**src/rtl/ins_fetcher_pkg.sv**
```systemverilog
// Shared types for the instruction fetch stage: FSM encoding and fetch-queue payload.
package ins_fetcher_pkg;

  localparam int unsigned XLEN = 32;

  typedef enum logic [1:0] {
    IF_IDLE = 2'd0,
    IF_WAIT = 2'd1,
    IF_DROP = 2'd2
  } if_state_e;

  typedef struct packed {
    logic [XLEN-1:0] pc;
    logic [XLEN-1:0] inst;
    logic            taken;
    logic [XLEN-1:0] pred_pc;
  } fetch_entry_t;

  localparam int unsigned ENTRY_W = $bits(fetch_entry_t);

  // The icache is word addressed; low address bits are never meaningful on the request.
  function automatic logic [XLEN-1:0] word_align(input logic [XLEN-1:0] addr);
    return {addr[XLEN-1:2], 2'b00};
  endfunction

endpackage

```
**src/rtl/ins_fetcher_if.sv**
```systemverilog
// Fetch-stage bus bundle: icache request/response, predictor glue, issue port and ROB redirect.
interface ins_fetcher_if;
  import ins_fetcher_pkg::*;

  logic            ic_req_valid;
  logic [XLEN-1:0] ic_req_pc;
  logic            ic_resp_valid;
  logic [XLEN-1:0] ic_resp_inst;

  logic [XLEN-1:0] if_pc;
  logic [XLEN-1:0] if_inst;
  logic            predict_res;
  logic [XLEN-1:0] predict_pc;

  logic            iss_valid;
  logic [XLEN-1:0] iss_pc;
  logic [XLEN-1:0] iss_inst;
  logic            iss_pred_taken;
  logic [XLEN-1:0] iss_pred_pc;
  logic            iss_ready;

  logic            rob_flush;
  logic [XLEN-1:0] rob_new_pc;

  modport master (
    output ic_req_valid, ic_req_pc,
    input  ic_resp_valid, ic_resp_inst,
    output if_pc, if_inst,
    input  predict_res, predict_pc,
    output iss_valid, iss_pc, iss_inst, iss_pred_taken, iss_pred_pc,
    input  iss_ready,
    input  rob_flush, rob_new_pc
  );

  modport slave (
    input  ic_req_valid, ic_req_pc,
    output ic_resp_valid, ic_resp_inst,
    input  if_pc, if_inst,
    output predict_res, predict_pc,
    input  iss_valid, iss_pc, iss_inst, iss_pred_taken, iss_pred_pc,
    output iss_ready,
    output rob_flush, rob_new_pc
  );

endinterface

```
**src/rtl/ins_fetcher_fetch_fifo.sv**
```systemverilog
// Fetch queue: circular buffer of fetch entries with push, pop, clear and a live count.
module fetch_fifo
  import ins_fetcher_pkg::*;
#(
  parameter  int unsigned DEPTH = 4,
  localparam int unsigned PTR_W = $clog2(DEPTH),
  localparam int unsigned CNT_W = PTR_W + 1
) (
  input  logic         clk,
  input  logic         rst,
  input  logic         en,
  input  logic         push,
  input  logic         pop,
  input  logic         clear,
  input  fetch_entry_t push_data,
  output fetch_entry_t head,
  output logic [CNT_W-1:0] count,
  output logic         empty
);

  fetch_entry_t     mem_q [DEPTH];
  fetch_entry_t     mem_d [DEPTH];
  logic [PTR_W-1:0] wr_ptr_q, wr_ptr_d;
  logic [PTR_W-1:0] rd_ptr_q, rd_ptr_d;
  logic [CNT_W-1:0] count_q, count_d;
  logic             do_push;
  logic             do_pop;

  always_comb begin
    do_pop  = pop && (count_q != '0);
    do_push = push && ((count_q < CNT_W'(DEPTH)) || do_pop);
  end

  // Clear wins over push/pop; pointers wrap naturally because DEPTH is a power of two.
  always_comb begin
    mem_d    = mem_q;
    wr_ptr_d = wr_ptr_q;
    rd_ptr_d = rd_ptr_q;
    count_d  = count_q;
    if (en) begin
      if (clear) begin
        wr_ptr_d = '0;
        rd_ptr_d = '0;
        count_d  = '0;
      end else begin
        if (do_push) begin
          mem_d[wr_ptr_q] = push_data;
          wr_ptr_d        = wr_ptr_q + PTR_W'(1);
        end
        if (do_pop) begin
          rd_ptr_d = rd_ptr_q + PTR_W'(1);
        end
        count_d = count_q + CNT_W'(do_push) - CNT_W'(do_pop);
      end
    end
  end

  always_ff @(posedge clk) begin
    if (rst) begin
      wr_ptr_q <= '0;
      rd_ptr_q <= '0;
      count_q  <= '0;
    end else begin
      wr_ptr_q <= wr_ptr_d;
      rd_ptr_q <= rd_ptr_d;
      count_q  <= count_d;
      mem_q    <= mem_d;
    end
  end

  assign head  = mem_q[rd_ptr_q];
  assign count = count_q;
  assign empty = (count_q == '0);

endmodule

```
**src/rtl/ins_fetcher.sv**
```systemverilog
// Instruction fetch stage: PC, icache request FSM, predictor glue and the fetch queue.
module ins_fetcher
  import ins_fetcher_pkg::*;
#(
  parameter logic [XLEN-1:0] RESET_PC   = 32'h0,
  parameter int unsigned     FIFO_DEPTH = 4
) (
  input  logic clk,
  input  logic rst,
  input  logic rdy,
  ins_fetcher_if.master bus
);

  localparam int unsigned CNT_W = $clog2(FIFO_DEPTH) + 1;

  if_state_e       state_q, state_d;
  logic [XLEN-1:0] pc_q, pc_d;
  logic            req_valid_q, req_valid_d;
  logic [XLEN-1:0] req_pc_q, req_pc_d;

  logic             flush;
  logic             resp;
  logic             can_fetch;
  logic             fifo_push;
  logic             fifo_pop;
  logic             fifo_empty;
  logic [CNT_W-1:0] fifo_count;
  fetch_entry_t     fifo_wdata;
  fetch_entry_t     fifo_head;

  assign flush     = bus.rob_flush;
  assign resp      = bus.ic_resp_valid;
  // Conservative: a same-cycle pop does not free a slot for a new request.
  assign can_fetch = (fifo_count < CNT_W'(FIFO_DEPTH));

  // State register; rdy=0 freezes everything.
  always_ff @(posedge clk) begin
    if (rst) begin
      state_q     <= IF_IDLE;
      pc_q        <= RESET_PC;
      req_valid_q <= 1'b0;
      req_pc_q    <= RESET_PC;
    end else if (rdy) begin
      state_q     <= state_d;
      pc_q        <= pc_d;
      req_valid_q <= req_valid_d;
      req_pc_q    <= req_pc_d;
    end
  end

  // Next-state logic.
  always_comb begin
    state_d = state_q;
    unique case (state_q)
      IF_IDLE: if (!flush && can_fetch) state_d = IF_WAIT;
      IF_WAIT: begin
        if (flush)     state_d = resp ? IF_IDLE : IF_DROP;
        else if (resp) state_d = IF_IDLE;
      end
      IF_DROP: if (resp) state_d = IF_IDLE;
      default: state_d = IF_IDLE;
    endcase
  end

  // Datapath and queue controls; a flush overrides push, pop and new requests.
  always_comb begin
    pc_d        = pc_q;
    req_valid_d = req_valid_q;
    req_pc_d    = req_pc_q;
    fifo_push   = 1'b0;
    fifo_pop    = !fifo_empty && bus.iss_ready && !flush;
    fifo_wdata  = '{pc: pc_q, inst: bus.ic_resp_inst, taken: bus.predict_res,
                    pred_pc: bus.predict_pc};
    if (flush) pc_d = bus.rob_new_pc;
    unique case (state_q)
      IF_IDLE: begin
        if (!flush && can_fetch) begin
          req_valid_d = 1'b1;
          req_pc_d    = word_align(pc_q);
        end
      end
      IF_WAIT: begin
        if (resp) begin
          req_valid_d = 1'b0;
          if (!flush) begin
            fifo_push = 1'b1;
            pc_d      = bus.predict_pc;
          end
        end
      end
      IF_DROP: if (resp) req_valid_d = 1'b0;
      default: req_valid_d = 1'b0;
    endcase
  end

  fetch_fifo #(
    .DEPTH (FIFO_DEPTH)
  ) u_fifo (
    .clk       (clk),
    .rst       (rst),
    .en        (rdy),
    .push      (fifo_push),
    .pop       (fifo_pop),
    .clear     (flush),
    .push_data (fifo_wdata),
    .head      (fifo_head),
    .count     (fifo_count),
    .empty     (fifo_empty)
  );

  assign bus.ic_req_valid   = req_valid_q;
  assign bus.ic_req_pc      = req_pc_q;
  assign bus.if_pc          = pc_q;
  // Zero is a non-branch, so the predictor answers pc+4 / not-taken when idle.
  assign bus.if_inst        = (state_q == IF_WAIT && resp) ? bus.ic_resp_inst : '0;
  assign bus.iss_valid      = !fifo_empty;
  assign bus.iss_pc         = fifo_head.pc;
  assign bus.iss_inst       = fifo_head.inst;
  assign bus.iss_pred_taken = fifo_head.taken;
  assign bus.iss_pred_pc    = fifo_head.pred_pc;

endmodule

```
**src/flat_wrapper.sv**
```systemverilog
// flat-port wrapper written by rule: the top's interface ports become plain ports
module ins_fetcher_flat import ins_fetcher_pkg::*;
#(
  parameter logic [XLEN-1:0] RESET_PC   = 32'h0,
  parameter int unsigned     FIFO_DEPTH = 4
)
  (clk, rst, rdy, bus_ic_req_valid, bus_ic_req_pc, bus_ic_resp_valid, bus_ic_resp_inst, bus_if_pc, bus_if_inst, bus_predict_res, bus_predict_pc, bus_iss_valid, bus_iss_pc, bus_iss_inst, bus_iss_pred_taken, bus_iss_pred_pc, bus_iss_ready, bus_rob_flush, bus_rob_new_pc);
  ins_fetcher_if bus_i ();
  input  logic clk;
  input  logic rst;
  input  logic rdy;
  output wire logic [$bits(bus_i.ic_req_valid)-1:0] bus_ic_req_valid;
  output wire logic [$bits(bus_i.ic_req_pc)-1:0] bus_ic_req_pc;
  input wire logic [$bits(bus_i.ic_resp_valid)-1:0] bus_ic_resp_valid;
  input wire logic [$bits(bus_i.ic_resp_inst)-1:0] bus_ic_resp_inst;
  output wire logic [$bits(bus_i.if_pc)-1:0] bus_if_pc;
  output wire logic [$bits(bus_i.if_inst)-1:0] bus_if_inst;
  input wire logic [$bits(bus_i.predict_res)-1:0] bus_predict_res;
  input wire logic [$bits(bus_i.predict_pc)-1:0] bus_predict_pc;
  output wire logic [$bits(bus_i.iss_valid)-1:0] bus_iss_valid;
  output wire logic [$bits(bus_i.iss_pc)-1:0] bus_iss_pc;
  output wire logic [$bits(bus_i.iss_inst)-1:0] bus_iss_inst;
  output wire logic [$bits(bus_i.iss_pred_taken)-1:0] bus_iss_pred_taken;
  output wire logic [$bits(bus_i.iss_pred_pc)-1:0] bus_iss_pred_pc;
  input wire logic [$bits(bus_i.iss_ready)-1:0] bus_iss_ready;
  input wire logic [$bits(bus_i.rob_flush)-1:0] bus_rob_flush;
  input wire logic [$bits(bus_i.rob_new_pc)-1:0] bus_rob_new_pc;
  assign bus_ic_req_valid = bus_i.ic_req_valid;
  assign bus_ic_req_pc = bus_i.ic_req_pc;
  assign bus_i.ic_resp_valid = bus_ic_resp_valid;
  assign bus_i.ic_resp_inst = bus_ic_resp_inst;
  assign bus_if_pc = bus_i.if_pc;
  assign bus_if_inst = bus_i.if_inst;
  assign bus_i.predict_res = bus_predict_res;
  assign bus_i.predict_pc = bus_predict_pc;
  assign bus_iss_valid = bus_i.iss_valid;
  assign bus_iss_pc = bus_i.iss_pc;
  assign bus_iss_inst = bus_i.iss_inst;
  assign bus_iss_pred_taken = bus_i.iss_pred_taken;
  assign bus_iss_pred_pc = bus_i.iss_pred_pc;
  assign bus_i.iss_ready = bus_iss_ready;
  assign bus_i.rob_flush = bus_rob_flush;
  assign bus_i.rob_new_pc = bus_rob_new_pc;
  ins_fetcher #(.RESET_PC(RESET_PC), .FIFO_DEPTH(FIFO_DEPTH)) u_core (.clk(clk), .rst(rst), .rdy(rdy), .bus(bus_i));
endmodule
```
**config.mk**
```make
export PLATFORM = sky130hd
export DESIGN_NAME = ins_fetcher_flat
export DESIGN_NICKNAME = d
export VERILOG_FILES = /design/src/rtl/ins_fetcher_pkg.sv /design/src/rtl/ins_fetcher_if.sv /design/src/rtl/ins_fetcher_fetch_fifo.sv /design/src/rtl/ins_fetcher.sv /design/src/flat_wrapper.sv
export SDC_FILE = /design/constraint.sdc
export NUM_CORES = 1
export LEC_CHECK = 0
export BUFFER_PORTS_ARGS = -buffer_cell sky130_fd_sc_hd__buf_4
export CORE_MARGIN = 2
export CORE_UTILIZATION = 51
export CTS_CLUSTER_SIZE = 30
export DETAILED_ROUTE_END_ITERATION = 8
export GPL_TIMING_DRIVEN = 0
export PLACE_DENSITY = 0.74
export SYNTH_ARGS = -nofsm -noshare
export SYNTH_HDL_FRONTEND = slang
export SYNTH_SLANG_ARGS = --single-unit
```
**constraint.sdc**
```tcl
create_clock -name clk -period 11.43 [get_ports clk]
set_input_delay 2.286 -clock clk [delete_from_list [all_inputs] [get_ports clk]]
set_output_delay 2.286 -clock clk [all_outputs]
set_load 0.1 [all_outputs]
```
==> results of run 1 <==
## area by class of cell
cell class	instances	area [um^2]
flip-flops and latches	460	13090
fillers	2318	11720
multi-input cells	352	3908
repair buffers	296	2302
clock buffers	66	1320
well taps	448	560.5
plain buffers	59	284.0
clock inverters	20	229.0
inverters	10	37.54
## metrics by stage
| stage | cells | hold WS (ns) | instance area (um^2) | total power, mW | setup WS (ns) |
|---|---|---|---|---|---|
| floorplan | 881 | 0.5011 | 17310 | 2.046 | 5.663 |
| global route | 1711 | 0.4738 | 21730 | 3.722 | 5.517 |
| finish | 1711 | 0.4568 | 21730 | 3.616 | 5.577 |
| CTS | 1711 | 0.4599 | 21730 | 3.643 | 5.583 |
| global placement | 1621 | 0.4455 | 20060 | 2.132 | 3.615 |
| detailed placement | 1625 | 0.4515 | 20180 | 2.137 | 5.586 |
## report_power, final
| group | switching (mW) | internal, mW | leakage (nW) |
|---|---|---|---|
| combinational | 0.184 | 0.0659 | 2.83 |
| sequential | 0.0185 | 1.83 | 4.08 |
| clock | 0.598 | 0.917 | 0.744 |
## worst max-delay path, delay by kind of cell
family / cells / cell delay [ns]
buffers and inverters: 3 / 1.02
AND/OR/NAND/NOR: 1 / 0.25
## placed cells by master, fill, tap and decap left out, drive strengths merged, types with 2 or more instances in the layout
cell,instances
bufinv,5
a311oi,2
nand2b,2
or3b,2
nor2b,5
edfxtp,388
a22oi,3
o311ai,2
o211ai,3
clkinvlp,4
a31oi,2
o21ai,3
clkinv,11
dfxtp,72
nor2,6
and2,4
buf,331
nand2,62
o21ba,32
conb,2
ha,10
or3,2
mux4,97
inv,10
o221ai,32
a21oi,35
and3,32
clkbuf,90
## state kept, by name, summed over array words and instances, names as in the netlist
register	flops
u_core.bus.ic_req_pc	30
u_core.bus.ic_req_valid	1
u_core.bus.if_pc	32
u_core.state_q	2
u_core.u_fifo.count	3
u_core.u_fifo.mem_q	388
u_core.u_fifo.rd_ptr_q	2
u_core.u_fifo.wr_ptr_q	2
## logic make-up after synthesis
family	after synthesis	synth area share, %
buffers and inverters	69	1.858
DFF	460	75.65
xor gates and xnor gates	1	0.05061
and+or+nand+nor	122	3.622
muxes	97	12.62
adders and majority gates	11	0.8386
AOI/OAI and AO/OA	119	5.342
other	1	0.02167
## worst max-delay path by stage
stage | endpoint | cells past startpoint | slack, ns | start
after CTS | bus_if_inst[11] | 4 | 5.58 | bus_ic_resp_valid
after detailed placement | bus_if_inst[11] | 4 | 5.59 | bus_ic_resp_valid
after global placement | u_core.u_fifo.mem_q[263]$_DFFE_PP_ | 4 | 3.62 | bus_ic_resp_valid
after floorplan | bus_if_inst[11] | 3 | 5.66 | bus_ic_resp_valid
after global routing | bus_if_inst[19] | 4 | 5.52 | bus_ic_resp_valid
final | bus_if_inst[11] | 4 | 5.58 | bus_ic_resp_valid
## metal layers
layer	part of all wire, %	GRT usage, %	wire length, um	vias to the layer above
met1	41	30.06	16010	4956
li1	-	-	-	4271
met3	7.6	4.880	2984	57
met5	0.041	0	16	-
met4	2.0	5.512	792	2
met2	50	36.94	19480	346
==> results.cfg, run 1 <==
[drt]
wl_per_cell_um = 22.96
dr.pass1.iters = 5
via_per_inst = 5.629
drc = 0
vias = 9632
drt_iter0_markers = 817
finalWirelength_um = 39280
drtAntennaViolNets = 0

[synth]
async_reset_ff_share_pct = 0
ys.warnings.count = 0
synth_top_cells_by_count = edfxtp_1, mux4_2, dfxtp_1
synth_edf_count = 388
synth_ff_type = edfxtp_1
synth_area_leaders = edfxtp_1, mux4_2, dfxtp_1
ys_seq_area_share_pct = 75.65
synthCells = 880
synth_cell_types = 46
yosys.area.top_type = edfxtp_1
syn_avg_cell_area_um2 = 19.67
yosysMostFrequentCell = edfxtp_1
yosysTopAreaCellShare_pct = 67.32
synth_area_mm2 = 0.01731
synth.ff_latch_count = 460

[clocking]
cts-root-buf = clkbuf_16
cts_buffers = 46
cts_tree = done
cts_resized = 0
postCtsHoldBufs = 0
cts_max_level = 2
cts_buffer_depth = 3
cts_sinks = 460
clk_pin_slew_ns = 0.06
cts_setup_buffers = 0
worstSkewPairLatency_ns = 0.53

[sta]
period_needed_ns = 5.853
hold_violations = 0
maxSlewHeadroom_pct = 45.08
finalSetupTns_ns = 0
setup_viol = 0
rsz0062_at_grt = false
maxSlewViolCount = 0
fmax_mhz = 170.9
clock-skew-final_ns = 0.01215
post-route-period-util_pct = 51.20
tightest_slew_ns = 0.8238

[global_route]
track_usage_pct = 22.16
antenna_found_initial = 1
overflow = 0
grt_max_degree = 59
grt_pass1_wl_um = 58960
first_global_vias = 9952

[power_and_ir_drop]
ir_drop_uv = 162.6
powerDensity_mw_per_mm2 = 166.4
p_leak_nw = 7.656

[worst_setup_path]
startpoint_type = input port
reg2reg_slack_ns = 8.16
cp_slowest_stage_delay_ns = 0.45
reg2reg_depth = 13
cp_slowest_cell = clkbuf_1
worstPathArrival_ns = 3.57
worstPathMaxFanout = 10
timing.rr.start = u_core.state_q[1]$_SDFFE_PP0P_
cp-end-kind = primary output
critPathKind = in -> out
required_ns = 9.14
worstPathCellList = buf_2 -> clkbuf_1 -> and3_1 -> buf_4
rr_endpoint = u_core.u_fifo.count[2]$_SDFFE_PP0P_

[finish]
final_core_util_pct = 64.98
syn_to_final_growth_pct = 25.57
nets = 1339
layout-drive-gt1-share_pct = 42.12
n_antenna_cell = 0

[worst_hold_path]
holdPathEnd = u_core.bus.ic_req_pc[28]$_SDFFE_PP0P_
hp-class = reg -> reg
min_from = u_core.bus.ic_req_pc[28]$_SDFFE_PP0P_
hold_path_depth = 2

[floorplan]
dieWidth_um = 188.2
start_util_pct = 51.75
rows = 67
die_y_um = 188.2
dieArea_mm2 = 0.03543
ios = 298
core-area_mm2 = 0.03345

[run]
drv_cap = 0

[placement]
gp_congestion = 0.7907
place_hpwl_um = 25420
port_buffers = 292

[status]
outcome = finished, final reports clean
(Power assumes the default switching activity.)
==> inputs of run 2 (changes only) <==
--- a/config.mk
+++ b/config.mk
@@ -7,11 +7,11 @@
 export LEC_CHECK = 0
 export BUFFER_PORTS_ARGS = -buffer_cell sky130_fd_sc_hd__buf_4
 export CORE_MARGIN = 2
-export CORE_UTILIZATION = 51
+export CORE_UTILIZATION = 50
 export CTS_CLUSTER_SIZE = 30
 export DETAILED_ROUTE_END_ITERATION = 8
 export GPL_TIMING_DRIVEN = 0
-export PLACE_DENSITY = 0.74
+export PLACE_DENSITY = 0.75
 export SYNTH_ARGS = -nofsm -noshare
 export SYNTH_HDL_FRONTEND = slang
 export SYNTH_SLANG_ARGS = --single-unit
==> constraint.sdc (replaced) <==
create_clock -name clk -period 5.3 [get_ports clk]
set_input_delay 1.06 -clock clk [delete_from_list [all_inputs] [get_ports clk]]
set_output_delay 1.06 -clock clk [all_outputs]
set_load 0.1 [all_outputs]
==> run 2 against run 1 <==
Sequential power up 120%. Cell count up 0.53%. Critical endpoint is now bus_if_inst[13]. Routed wire length up 1.3%. Setup slack worse by 3.9 ns.
==> results.cfg, run 2 (synthesis results as in run 1) <==
[status]
outcome = finished, final reports clean

[clocking]
cts_buffer_depth = 3
postCtsHoldBufs = 0
cts-root-buf = clkbuf_16
cts_max_level = 2
cts_resized = 0
worstSkewPairLatency_ns = 0.55
clk_pin_slew_ns = 0.06
cts_buffers = 46
cts_sinks = 460
cts_tree = done
cts_setup_buffers = 0

[worst_setup_path]
cp-end-kind = primary output
reg2reg_slack_ns = 2.06
worstPathMaxFanout = 10
crit_start = u_core.state_q[0]$_SDFFE_PP0P_
timing.rr.start = u_core.state_q[0]$_SDFFE_PP0P_
startpoint_type = register
worstPathArrival_ns = 2.55
rr_endpoint = u_core.u_fifo.count[2]$_SDFFE_PP0P_
cp_slowest_stage_delay_ns = 0.48
required_ns = 4.24
worstPathCellList = ha_1 -> buf_2 -> clkbuf_1 -> and3_1 -> buf_4
reg2reg_depth = 12
cp_slowest_cell = clkbuf_1
critPathKind = reg -> out

[floorplan]
rows = 68
dieWidth_um = 190.1
dieArea_mm2 = 0.03612
ios = 298
core-area_mm2 = 0.03429
die_y_um = 190.1
start_util_pct = 50.48

[drt]
drtAntennaViolNets = 0
vias = 9626
wl_per_cell_um = 23.13
finalWirelength_um = 39780
drt_iter0_markers = 656
drc = 0
via_per_inst = 5.597
dr.pass1.iters = 5

[finish]
fill_cells = 2459
syn_to_final_growth_pct = 25.68
final_common_cell = edfxtp_1
nets = 1339
fin_cells = 1720
final_cell_area_mm2 = 0.02175
layout-drive-gt1-share_pct = 42.28
largest_reg_flops = 388
layout_common_cells = edfxtp_1, buf_4, mux4_2, dfxtp_1, nand2_1
largest_register = u_core.u_fifo.mem_q

[global_route]
antenna_found_initial = 3
overflow = 0
grt_max_degree = 55
track_usage_pct = 22.00
first_global_vias = 10050
grt_pass1_wl_um = 58880

[sta]
setup_viol = 0
fmax_mhz = 276.7
post-route-period-util_pct = 68.18
clock-skew-final_ns = 0.02616
maxSlewViolCount = 0
hold_violations = 0
maxSlewHeadroom_pct = 44.18
rsz0062_at_grt = false
period_needed_ns = 3.613
tightest_slew_ns = 0.8372

[power_and_ir_drop]
ir_drop_uv = 261.4
powerDensity_mw_per_mm2 = 358.7
p_leak_nw = 7.675
finalPower_mw = 7.802

[worst_hold_path]
min_from = u_core.bus.ic_req_pc[30]$_SDFFE_PP0P_
holdPathEnd = u_core.bus.ic_req_pc[30]$_SDFFE_PP0P_
hold_path_depth = 2
hp-class = reg -> reg

[placement]
place_area_mm2 = 0.02019
place_hpwl_um = 25530
dp.cells = 1632
gp_congestion = 0.8325
port_buffers = 292

[run]
drv_cap = 0
==> run 2: changes by cell type in the layout (fill, tap and decap cells not counted), sizes merged <==
cell	before	now
clkbuf	90	95
clkinvlp	4	1
bufinv	5	3
clkinv	11	9
diode	0	2
inv	10	12
==> run 2: area by class of cell <==
type / instances / area, um^2 / area share [%]
diodes: 2 / 5.005 / 0.02301
plain buffers: 59 / 284.0 / 1.306
clock buffers: 71 / 1400 / 6.437
clock inverters: 15 / 153.9 / 0.7075
inverters: 10 / 37.54 / 0.1726
multi-input cells: 352 / 3908 / 17.96
flip-flops and latches: 460 / 13090 / 60.19
well taps: 455 / 569.3 / 2.617
repair buffers: 296 / 2302 / 10.58
==> run 2: through the flow <==
step	TNS (ns)	hold WS [ns]	util (%)	setup slack (ns)
after floorplan	0	0.5011	-	0.8638
after global placement	-507.92	0.4440	58.54	-1.327
after detailed placement	0	0.4509	58.89	1.598
after CTS	0	0.4592	63.43	1.630
after global routing	0	0.4790	63.43	1.559
final	0	0.4555	63.44	1.687
==> run 2: how the worst max path moves through the flow <==
| stage | to | cells after the start |
|---|---|---|
| floorplan | u_core.u_fifo.mem_q[0]$_DFFE_PP_ | 4 |
| global placement | u_core.u_fifo.mem_q[158]$_DFFE_PP_ | 5 |
| detailed placement | u_core.u_fifo.mem_q[157]$_DFFE_PP_ | 6 |
| CTS | bus_iss_pc[27] | 5 |
| global route | bus_if_inst[13] | 5 |
| finish | bus_if_inst[13] | 5 |
==> run 2: per-layer routing <==
metal / share of wire, % / global-route usage (%) / vias up
met5: 0 / 0 / -
met4: 2.2 / 6.559 / 0
li1: - / - / 4274
met1: 41 / 29.42 / 4933
met3: 7.5 / 4.778 / 56
met2: 50 / 36.61 / 363
==> run 2: worst max-delay path: cells and delay by family (launching register included) <==
family                   cells  cell delay (ns)
flip-flops                   1             0.41
buffers and inverters        3             1.08
AND/OR/NAND/NOR              1             0.28
adder cells (fa/ha/maj)      1             0.24
==> run 2: power by group <==
| part | internal (mW) | switching, mW |
|---|---|---|
| registers | 3.95 | 0.0410 |
| clock network | 1.97 | 1.30 |
| logic | 0.142 | 0.395 |
| total | 6.06 | 1.74 |
